===== src/rtl/ql_ce_pkg.sv =====
// Shared types and default constants for the QL clock-enable / bus-slot generator.
package ql_ce_pkg;

  typedef enum logic [1:0] {
    SPD_NORMAL = 2'd0,
    SPD_X2     = 2'd1,
    SPD_X4     = 2'd2
  } spd_t;

  localparam int DEF_DIV_BITS  = 3;
  localparam int DEF_SLOT_BITS = 2;
  localparam int DEF_NUM_TICK  = 2;
  localparam int DEF_TICK_W    = 12;

  // 131 kHz RTC/IPC tick from the system clock
  localparam int RTC_TICK_INC  = 1;
  localparam int RTC_TICK_MOD  = 641;

  function automatic logic [1:0] clamp_speed(input logic [1:0] s, input int max_s);
    if (int'(s) > max_s) return 2'(max_s);
    return s;
  endfunction

endpackage


===== src/rtl/ql_ce_gen_tick.sv =====
// One fractional-rate tick channel: Bresenham accumulator, average rate inc/mod per clock.
// Tick is registered, one clock after the accumulator crossing; no backpressure.
module ql_frac_tick
  import ql_ce_pkg::*;
#(
  parameter int TICK_W = DEF_TICK_W
) (
  input  logic              clk_sys,
  input  logic              RESET,
  input  logic [TICK_W-1:0] inc,
  input  logic [TICK_W-1:0] mod,
  output logic              tick
);

  logic [TICK_W-1:0] acc;
  logic [TICK_W:0]   sum;

  assign sum = {1'b0, acc} + {1'b0, inc};

  always_ff @(posedge clk_sys) begin
    if (RESET) begin
      acc  <= '0;
      tick <= 1'b0;
    end else if (mod == '0) begin
      acc  <= '0;
      tick <= 1'b0;
    end else if (inc >= mod) begin
      acc  <= '0;
      tick <= 1'b1;
    end else if (sum >= {1'b0, mod}) begin
      // also covers mod lowered below acc: the result is still below the old acc, so it drains
      acc  <= TICK_W'(sum - {1'b0, mod});
      tick <= 1'b1;
    end else begin
      acc  <= sum[TICK_W-1:0];
      tick <= 1'b0;
    end
  end

endmodule


===== src/rtl/ql_ce_gen.sv =====
// Bus phase strobes, video/SD enables, CPU slot gating and fractional ticks, all registered.
// Optional QL_CE_SUBCYCLE_EN halves mode-0 CPU access to emulate the 68008 8-bit bus.
module ql_ce_gen
  import ql_ce_pkg::*;
#(
  parameter int DIV_BITS  = DEF_DIV_BITS,
  parameter int SLOT_BITS = DEF_SLOT_BITS,
  parameter int NUM_TICK  = DEF_NUM_TICK,
  parameter int TICK_W    = DEF_TICK_W
) (
  input  logic                       clk_sys,
  input  logic                       RESET,
  input  logic [1:0]                 speed,
  input  logic [NUM_TICK*TICK_W-1:0] tick_inc,
  input  logic [NUM_TICK*TICK_W-1:0] tick_mod,
  output logic                       ce_p,
  output logic                       ce_n,
  output logic                       ce_vid,
  output logic                       ce_sd,
  output logic                       cpu_cycle,
  output logic                       ce_bus_p,
  output logic                       ce_bus_n,
  output logic [NUM_TICK-1:0]        tick
);

  localparam int CW = DIV_BITS + SLOT_BITS;
  localparam logic [DIV_BITS-1:0] PH_N = {1'b1, {(DIV_BITS-1){1'b0}}};

  logic [CW-1:0]        cnt;
  logic [DIV_BITS-1:0]  ph;
  logic [SLOT_BITS-1:0] slot;
  logic [SLOT_BITS-1:0] slot_mask;
  logic [1:0]           spd_q;
  logic                 duty;
  logic                 sub;

  assign ph   = cnt[DIV_BITS-1:0];
  assign slot = cnt[CW-1:DIV_BITS];

  // Slot owned by CPU when slot mod 2^(SLOT_BITS-spd_q) == 0
  assign slot_mask = {SLOT_BITS{1'b1}} >> spd_q;

  always_ff @(posedge clk_sys) begin
    if (RESET) begin
      cnt    <= '0;
      ce_p   <= 1'b0;
      ce_n   <= 1'b0;
      ce_vid <= 1'b0;
      ce_sd  <= 1'b0;
      duty   <= 1'b0;
      spd_q  <= clamp_speed(speed, SLOT_BITS);
    end else begin
      cnt    <= cnt + CW'(1);
      ce_p   <= (ph == '0);
      ce_n   <= (ph == PH_N);
      ce_vid <= (ph == '0);
      ce_sd  <= (ph[DIV_BITS-2:0] == '0);
      if (ph == '0)
        duty <= ((slot & slot_mask) == '0);
      // mode changes only at the frame boundary so a CPU slot is never split
      if (&cnt)
        spd_q <= clamp_speed(speed, SLOT_BITS);
    end
  end

`ifdef QL_CE_SUBCYCLE_EN
  always_ff @(posedge clk_sys) begin
    if (RESET)
      sub <= 1'b0;
    else if (spd_q != 2'd0)
      sub <= 1'b1;
    else if (cnt == '0)
      sub <= ~sub;
  end
`else
  assign sub = 1'b1;
`endif

  assign cpu_cycle = duty & sub;
  assign ce_bus_p  = cpu_cycle & ce_p;
  assign ce_bus_n  = cpu_cycle & ce_n;

  for (genvar i = 0; i < NUM_TICK; i++) begin : g_tick
    ql_frac_tick #(.TICK_W(TICK_W)) u_tick (
      .clk_sys (clk_sys),
      .RESET   (RESET),
      .inc     (tick_inc[i*TICK_W +: TICK_W]),
      .mod     (tick_mod[i*TICK_W +: TICK_W]),
      .tick    (tick[i])
    );
  end

endmodule


===== config.mk =====
export PLATFORM = sky130hd
export DESIGN_NAME = ql_ce_gen
export DESIGN_NICKNAME = d
export VERILOG_FILES = /design/src/rtl/ql_ce_pkg.sv /design/src/rtl/ql_ce_gen_tick.sv /design/src/rtl/ql_ce_gen.sv
export SDC_FILE = /design/constraint.sdc
export NUM_CORES = 1
export LEC_CHECK = 0
export BUFFER_PORTS_ARGS = -buffer_cell sky130_fd_sc_hd__clkbuf_2
export CAP_MARGIN = 20
export CORE_UTILIZATION = 55
export CTS_CLUSTER_SIZE = 12
export DETAILED_ROUTE_END_ITERATION = 7
export PLACE_DENSITY = 0.77
export SYNTH_ARGS = -nofsm -noshare
export SYNTH_HDL_FRONTEND = slang
export SYNTH_SLANG_ARGS = --single-unit

===== constraint.sdc =====
create_clock -name clk_sys -period 9.8 [get_ports clk_sys]
set_input_delay 1.96 -clock clk_sys [delete_from_list [all_inputs] [get_ports clk_sys]]
set_output_delay 1.96 -clock clk_sys [all_outputs]
set_load 0.05 [all_outputs]

### After elaboration in Yosys (flattened, before gate mapping)

Index checks and enable logic that the tools add are counted.

* flip-flop bits (word level): 37
* input bits: 52
* output and inout port bits: 9

* add/subtract/negate cells: 5
* $lt $le $gt $ge: 5
* equality and inequality tests: 1
* shifts and indexed selects: 1
* multiplexer cells: 15
* bitwise gates (word level): 3
* reduce and logical (&&, ||, !) cells: 11

Operator list (count)
* adder 12 x 12 -> 13 bit: 2
* >= comparator 13 x 12 -> 1 bit: 2
* >= comparator 12 bit: 2
* logical NOT 12 bit: 2
* two-way mux 12 bit: 2
* subtractor 12 bit: 2
* two-way mux 2 bit: 5
* two-way mux 1 bit: 8
* OR reduction 3 bit: 2
* adder 5 x 1 -> 5 bit, second input constant: 1
* AND reduction 5 bit: 1
* logical NOT 2 bit: 2
* OR reduction 2 bit: 2
* == test 3 bit, second input constant: 1
* logical NOT 3 bit: 1
* bitwise AND 1 bit: 2
* bitwise AND 2 bit: 1
* > comparator 2 bit, second input constant: 1
* nonzero test 2 bit: 1
* >> shifter 2 x 2 -> 2 bit, first input constant: 1

### Depth between registers and ports, before layout

Gate-level depths: netlist (run 1).

* depth after elaboration: 7
* gate-level depth with buffers: 16
* depth with buffers taken out: 15

### Modules after synthesis

Synthesis (run 1) repeated with hierarchy kept, for this count alone.

* cells, all modules: 558
* area total of the unflattened synthesis: 4578.1 um^2

By module, submodules not included
* ql_frac_tick at g_tick[0].u_tick: times used 1, cells each 259, area an instance 2075.7 um^2
* ql_frac_tick at g_tick[1].u_tick: times used 1, cells each 259, area an instance 2067.0 um^2
* ql_ce_gen: times used 1, cells each 40, area an instance 435.4 um^2

### Least setup slack after synthesis (run 1)

Ideal clock, no wire load.

* kind: input to register
* start point: input port tick_inc[0]
* end point: register g_tick[0].u_tick.acc[11]
* data arrival time: 4.960 ns
* slack: 4.723 ns
* stages: 15
* path buffers: 1
* cell sequence: ha_1 -> fa_1 -> a211oi_2 -> nor2_2 -> o21a_1 -> nor2_1 -> xnor2_1 -> ha_1 -> a2111o_1 -> o21ai_1 -> a22oi_2 -> nor3_4 -> buf_6 -> mux2i_1 -> nor2_1

* longest elaborated chain between the ends: 3
* elaborated cells between the ends (all ways): 6
* those cells by class: add/sub: 2; order compare: 2; mux: 1; reduce/logical: 1

Ends and longest elaborated chain
* start: declaration: line ql_ce_gen.sv:14 `input logic [NUM_TICK*TICK_W-1:0] tick_inc,`
* adder 12 x 12 -> 13 bit: line ql_ce_gen_tick.sv:18 `assign sum = {1'b0, acc} + {1'b0, inc};`
* subtractor 12 bit / >= comparator 13 x 12 -> 1 bit (equally long branches): line ql_ce_gen_tick.sv:32, ql_ce_gen_tick.sv:30
* two-way mux 12 bit: line ql_ce_gen_tick.sv:30 `end else if (sum >= {1'b0, mod}) begin`
* end signal: assignment: line ql_ce_gen_tick.sv:32 `acc <= TICK_W'(sum - {1'b0, mod});`
* end signal: assignment: line ql_ce_gen_tick.sv:35 `acc <= sum[TICK_W-1:0];`
* end: declaration: line ql_ce_gen_tick.sv:15 `logic [TICK_W-1:0] acc;`

Parallel ways exist; a longest one is shown, timed or not.
A chain may end at the register's enable or synchronous reset.

### Worst setup path after layout (run 1)

* start point: input port tick_inc[0]
* end point: register g_tick[0].u_tick.tick

* longest elaborated chain between the ends: 4
* elaborated cells between the ends (all ways): 5
* those cells by class: add/sub: 1; order compare: 2; mux: 2

Ends and longest elaborated chain
* adder 12 x 12 -> 13 bit: line ql_ce_gen_tick.sv:18
* >= comparator 13 x 12 -> 1 bit: line ql_ce_gen_tick.sv:30
* two-way mux 1 bit: line ql_ce_gen_tick.sv:30
* two-way mux 1 bit *: line ql_ce_gen_tick.sv:27 `end else if (inc >= mod) begin`
* end signal: assignment: line ql_ce_gen_tick.sv:26 `tick <= 1'b0;`
* end signal: assignment: line ql_ce_gen_tick.sv:29 `tick <= 1'b1;`
* end signal: assignment: line ql_ce_gen_tick.sv:33 `tick <= 1'b1;`
* end: declaration: line ql_ce_gen_tick.sv:12 `output logic tick`

Every way passes the cells marked *; elsewhere a longest branch is shown, timed or not.

==> results of run 1 <==
routing by layer:
layer / GRT usage (%) / routed length, um / vias to the layer above
met4: 7.648 / 133 / 0
met1: 30.37 / 4405 / 1815
met2: 49.20 / 4928 / 124
met5: 0 / 0 / -
met3: 3.970 / 419 / 15
li1: - / - / 1978
worst reg2reg max path, cell delays in order, from the launching register on:
cell and delay [ns]:
dfxtp_1 0.31, ha_1 0.21, fa_1 0.46, a211oi_2 0.23
nor2_2 0.10, o31ai_4 0.28, a21oi_1 0.15, xor2_1 0.26
ha_1 0.33, a21oi_1 0.27, nand3_1 0.11, a41oi_1 0.22
a22oi_2 0.11, nor3_4 0.62, a21boi_0 0.31
worst max path at each step:
stage / endpoint / cells after the start / slack, ns / start
floorplan: g_tick[0].u_tick.acc[11] / 15 / 4.72 / tick_inc[0]
global placement: g_tick[0].u_tick.tick / 15 / 4.04 / tick_inc[0]
detailed placement: g_tick[0].u_tick.tick / 15 / 3.94 / tick_inc[0]
CTS: g_tick[0].u_tick.tick / 15 / 4.23 / tick_inc[0]
global route: g_tick[0].u_tick.tick / 15 / 4.01 / tick_inc[0]
finish: g_tick[0].u_tick.tick / 15 / 4.20 / tick_inc[0]
power by group:
group | internal, uW | switching [uW]
Combinational | 457 | 604
Sequential | 195 | 15.5
Clock | 50.5 | 62.3
kinds of logic after synthesis:
kind of cell | count (synthesis)
XOR/XNOR | 31
buffers and inverters | 56
flip-flops | 37
multiplexers | 20
AND/OR/NAND/NOR | 159
AO/OA/AOI/OAI | 127
adder cells (fa/ha/maj) | 79
cells in the final DEF (no fill, tap or decap), types with 2 or more instances in the layout:
master,n
a211oi_1,8
clkbuf_8,5
dfxtp_1,35
o21a_1,12
clkbuf_2,60
fa_1,4
or3_1,5
nand3_1,8
ha_1,75
o31ai_1,2
o21bai_1,3
o21ai_0,17
inv_1,44
nor3_1,14
a2111o_1,3
mux2i_1,20
nand2b_1,4
o211ai_1,4
or2_2,2
a21o_1,7
a21oi_1,39
xnor2_1,19
a2111oi_0,5
and3_1,3
nor2b_1,10
and2_1,5
nand4_1,12
a211oi_2,4
xor2_1,12
nor4_1,10
o31a_1,4
nor2_1,58
a41oi_1,2
edfxtp_1,2
a31oi_1,5
nand3b_1,2
nand2_1,21
stage by stage:
step | setup slack [ns] | utilization [%] | std cells | hold WS [ns] | total power (uW)
after floorplan | 4.723 | - | 509 | 0.4300 | 1100
after global placement | 4.043 | 61.86 | 656 | 0.4440 | 1229
after detailed placement | 3.936 | 61.96 | 657 | 0.4548 | 1260
after CTS | 4.229 | 63.19 | 665 | 0.4728 | 1381
after global routing | 4.009 | 63.19 | 665 | 0.5104 | 1520
final | 4.198 | 63.19 | 665 | 0.4711 | 1385
cell type report:
| type | count | area share, % |
|---|---|---|
| well taps | 99 | 2.688 |
| clock buffers | 5 | 1.493 |
| repair buffers | 61 | 6.679 |
| inverters | 44 | 3.584 |
| clock inverters | 3 | 0.4616 |
| multi-input cells | 416 | 68.59 |
| flip-flops and latches | 37 | 16.51 |
state kept, by name, summed over array words and instances (netlist names):
register	flops
g_tick.u_tick.acc	24
cnt	5
g_tick.u_tick.tick	2
spd_q	2
ce_n	1
ce_sd	1
ce_vid	1
cpu_cycle	1
==> results.cfg, run 1 <==
[finish]
fin_nets = 696
stdcell_area_um2 = 4608
area_growth_syn_to_layout_pct = 10.37
nFillCells = 708
register_area_um2 = 760.7
multiInputGateArea_um2 = 3161
drive_above_1_share_pct = 14.31
diodes = 0

[worst_setup_path]
rrSetupSlack_ns = 5.67
critPathCaptureType = register
path_cells = clkbuf_2 > ha_1 > fa_1 > a211oi_2 > nor2_2 > o31ai_4 > a21oi_1 > xor2_1 > ha_1 > a21oi_1 > nand3_1 > a41oi_1 > a22oi_2 > nor3_4 > a21boi_0
crit_arrival_ns = 5.71
cp_slowest_stage_delay_ns = 0.62
cp_top_family = compound AO/OA/AOI/OAI gates
worstPathRequired_ns = 9.91
reg2reg_to = g_tick[0].u_tick.tick
critPathBufInv = 1
start_kind = input port
critPathMaxFanout = 15
crit_slowest_cell = nor3_4
r2r-start = g_tick[0].u_tick.acc[0]
r2r_cells = 14
worstSetupPathType = input port to register

[place]
gp_congestion = 0.9382
io_buffers = 60
hpwl_um = 8227
dpl_cell_area_um2 = 4518

[power_and_ir_drop]
power_density_nw_per_um2 = 300.5
p_leak_uw = 0.002224
vdd_ir_drop_max_mv = 0.1946

[synth]
syn_area_um2 = 4175
synth_compound_gate_area_share_pct = 21.13
synth_nets = 640
synth_top_area_share_pct = 22.48
ys_warn_count = 0
synth-adder-area-share_pct = 24.39
synth_ff_type = dfxtp_1
post-synth-top-count-cell = ha_1
syn_inst = 509
yosys-top-cells-count = 75 x ha_1, 58 x nor2_1, 44 x inv_1
yosys.area_share.simple_pct = 18.88
synth_top_area_cell = ha_1
syn_area_per_cell_um2 = 8.203
synth_edf_count = 2
synthXorXnorAreaFrac_pct = 6.503
ys_ff_latch = 37
ys_seq_area_share_pct = 18.22
synth.distinct_cells = 57
synthTopCellsByArea = ha_1 22%, dfxtp_1 17%, nor2_1 5.2%
synth_top_family_by_area = adder cells
muxShareOfSynthArea_pct = 4.795
async_flop_share_pct = 0

[floorplanning]
dieWidth_um = 89.13
start_util_pct = 57.26
die_h_um = 89.13
std_cell_rows = 31
core_um2 = 7292
io_pins = 61
die_area_um2 = 7944

[global_routing]
grt_pass1_vias = 3725
antenna_found_initial = 0
grt_usage_pct = 26.12
overflow = 0
grt_max_degree = 17
grt_pass1_wl_um = 16080

[clocking]
clk_pin_slew_ns = 0.08
cts_buffer_depth = 2
cts_hold_buf = 0
cts_root_buf = clkbuf_8
cts.sinks = 37
cts_tree = built
cts_resized = 0
cts.htree.levels = 2
cts_buffers = 5
post_cts_buffers = 0
clkLatencyLatePin_ns = 0.30

[sta]
worst_pin_slew_ns = 0.7802
setup_viol = 0
tns_ns = 0
fmaxAchievable_mhz = 178.5
final.min_clock_period_ns = 5.602
rsz0062_at_grt = false
slew_headroom_pct = 47.82
finalMaxSlewViolations = 0
fin_worst_skew_ns = 0.01105
hold_violations = 0
fin_crit_sh_pct = 57.17

[hold_path]
holdCritStartpoint = cnt[0]
min_path_cells = 1
min_to = cnt[0]
hold_path_class = register to register

[route]
drt-wirelength-per-cell_um = 14.87
viasPerCell = 5.913
drc = 0
routed_wl_um = 9887
first_pass_iters = 4
first_iter_violations = 154
antenna_left = 0
vias = 3932

[outcome]
outcome = finished clean

[flow_run]
maxCapViolCount = 0
Power figures use the tool's default switching activity.
==> run 2: changes to the inputs <==
--- a/config.mk
+++ b/config.mk
@@ -5,6 +5,7 @@
 export SDC_FILE = /design/constraint.sdc
 export NUM_CORES = 1
 export LEC_CHECK = 0
+export ABC_AREA = 1
 export BUFFER_PORTS_ARGS = -buffer_cell sky130_fd_sc_hd__clkbuf_2
 export CAP_MARGIN = 20
 export CORE_UTILIZATION = 55
==> constraint.sdc (replaced) <==
create_clock -name clk_sys -period 5.8 [get_ports clk_sys]
set_input_delay 1.16 -clock clk_sys [delete_from_list [all_inputs] [get_ports clk_sys]]
set_output_delay 1.16 -clock clk_sys [all_outputs]
set_load 0.05 [all_outputs]
==> run 2 against run 1 <==
Setup slack lost 2.2 ns. Die area grew 9.7%. Global-route usage grew 1.3 points. Via count grew 17%. Clock-buffer cell count is the same. First-iteration DRC count grew 57%. Sequential share of layout area shrank 1.5 points.
==> results.cfg, run 2 <==
[outcome]
outcome = finished clean

[synth]
synth_edf_count = 2
ys_warn_count = 0
syn_area_um2 = 4591
ys_seq_area_share_pct = 16.57
post-synth-top-count-cell = nand2_1
synthTopCellsByArea = ha_1 20%, dfxtp_1 15%, nand2_1 15%
ys_ff_latch = 37
async_flop_share_pct = 0
synth_ff_type = dfxtp_1
synth_top_area_cell = ha_1
synth_top_area_share_pct = 20.44
syn_inst = 706
synth.distinct_cells = 35
synth_nets = 837
yosys-top-cells-count = 181 x nand2_1, 108 x inv_1, 78 x nor2_1
syn_area_per_cell_um2 = 6.502

[global_routing]
grt_pass1_wl_um = 19210
grt_usage_pct = 27.40
grt_pass1_vias = 4459
grt_max_degree = 22
antenna_found_initial = 0
overflow = 0

[power_and_ir_drop]
vdd_ir_drop_max_mv = 0.2429
p_leak_uw = 0.002922
power_density_nw_per_um2 = 497.5

[route]
vias = 4592
antenna_left = 0
routed_wl_um = 11120
drt-wirelength-per-cell_um = 12.86
first_iter_violations = 242
drc = 0
first_pass_iters = 5
viasPerCell = 5.309

[sta]
final.min_clock_period_ns = 3.852
worst_pin_slew_ns = 0.8595
finalMaxSlewViolations = 0
rsz0062_at_grt = false
tns_ns = 0
hold_violations = 0
slew_headroom_pct = 42.49
fin_crit_sh_pct = 66.41
setup_viol = 0
fin_worst_skew_ns = 0.006782
finalHoldWorstSlack_ns = 0.4682
setup_slack_ns = 1.948
fmaxAchievable_mhz = 259.6

[finish]
diodes = 0
final_common_cell = nand2_1
area_growth_syn_to_layout_pct = 10.38
final_cell_mix = 181 x nand2_1, 108 x inv_1, 78 x nor2_1
drive_above_1_share_pct = 14.68
nFillCells = 727
max_flop_register = g_tick.u_tick.acc
fin_nets = 893
largest_reg_flops = 24
top_regs = g_tick.u_tick.acc x24, cnt x5

[worst_setup_path]
worstSetupStartpoint = tick_inc[0]
critPathMaxFanout = 20
path_cells = clkbuf_2 > ha_1 > fa_1 > nand3_1 > nand3_1 > nand2_1 > nor2_1 > nor2_1 > xnor2_1 > ha_1 > nand2_1 > a21oi_1 > nor2_1 > nand3_2 > nand2_1 > nand2_2 > nand2_4 > nand2_4 > o21bai_1 > inv_1
r2r-start = g_tick[0].u_tick.acc[0]
cp_top_family = simple AND/OR/NAND/NOR gates
crit_arrival_ns = 4.04
worstPathRequired_ns = 5.99
critPathCaptureType = register
worstSetupPathType = input port to register
cp_slowest_stage_delay_ns = 0.44
start_kind = input port
critPathBufInv = 2
crit_slowest_cell = fa_1

[clocking]
post_cts_buffers = 0
cts_resized = 0
clkLatencyLatePin_ns = 0.29
cts_buffers = 5
cts_buffer_depth = 2
cts_tree = built
cts.htree.levels = 2
clk_pin_slew_ns = 0.08
cts_hold_buf = 0
cts.sinks = 37
cts_root_buf = clkbuf_8

[floorplanning]
die_area_um2 = 8716
std_cell_rows = 32
start_util_pct = 58.20
die_h_um = 93.36
io_pins = 61
dieWidth_um = 93.36
core_um2 = 7888

[hold_path]
holdCritStartpoint = cnt[0]
hold_path_class = register to register

[flow_run]
maxCapViolCount = 0

[place]
dp_slack_ns = 1.676
hpwl_um = 9535
io_buffers = 60
gp_congestion = 0.9106
[run 2: changes by cell type after synthesis, sizes merged, moves of 6 or more]
cell	change
a211oi	-12
nand2	+180
nor2b	-10
a21oi	+10
a2111oi	-6
o21ai	-10
nand3	+43
xor2	+8
nor2	+34
nor3	-10
inv	+64
mux2i	-20
o21a	-9
xnor2	-10
[run 2: logic make-up after synthesis]
| kind of cell | synth area share (%) |
|---|---|
| and+or+nand+nor | 36.00 |
| buffers and inverters | 10.77 |
| adders and majority gates | 22.19 |
| AOI/OAI and AO/OA | 8.940 |
| DFF | 16.57 |
| xor gates and xnor gates | 5.533 |
[run 2: stage by stage]
| stage | total power (uW) | std cells | utilization [%] | instance area, um2 |
|---|---|---|---|---|
| after CTS | 2507 | 865 | 64.24 | 5067 |
| final | 2521 | 865 | 64.24 | 5067 |
| after floorplan | 1923 | 706 | - | 4591 |
| after global routing | 2803 | 865 | 64.24 | 5067 |
| after detailed placement | 2214 | 857 | 62.50 | 4930 |
| after global placement | 2182 | 857 | 62.50 | 4930 |
[run 2: worst reg2reg max path, cell delays in order, from the launching register on]
cell and delay, ns:
dfxtp_1 0.31, ha_1 0.19, fa_1 0.44, nand3_1 0.10, nand3_1 0.12, nand2_1 0.11, nor2_1 0.04, nor2_1 0.13
xnor2_1 0.19, ha_1 0.35, nand2_1 0.14, a21oi_1 0.05, nor2_1 0.11, nand3_2 0.11, nand2_1 0.08, nand2_2 0.06
nand2_4 0.09, nand2_4 0.18, o21bai_1 0.19, inv_1 0.08
[run 2: power by group]
part / internal (uW) / switching (uW) / leakage, uW / total, uW
registers: 324 / 24.8 / 0.000308 / 348
clock network: 173 / 104 / 0.0000687 / 278
logic: 692 / 1200 / 0.00255 / 1890
total: 1190 / 1330 / 0.00292 / 2520
[run 2: area by class of cell]
type | instances | area, um2 | area share [%]
inverters | 108 | 405.4 | 8.000
well taps | 102 | 127.6 | 2.519
clock inverters | 3 | 68.82 | 1.358
multi-input cells | 550 | 3336 | 65.83
repair buffers | 60 | 300.3 | 5.926
clock buffers | 5 | 68.82 | 1.358
flip-flops and latches | 37 | 760.7 | 15.01
[run 2: worst paths after layout]
check | depth (start not counted) | to | slack, ns
setup reg to reg | 19 | g_tick[0].u_tick.tick | 2.62
hold / removal | 1 | cnt[0] | 0.47
hold reg to reg | 1 | cnt[0] | 0.47
setup / recovery | 20 | g_tick[0].u_tick.tick | 1.95
[run 2: metal layers]
metal / GRT usage (%) / routed length [um]
met5: 0 / 0
met4: 5.769 / 157
met3: 3.984 / 502
met2: 47.98 / 5184
met1: 35.59 / 5276
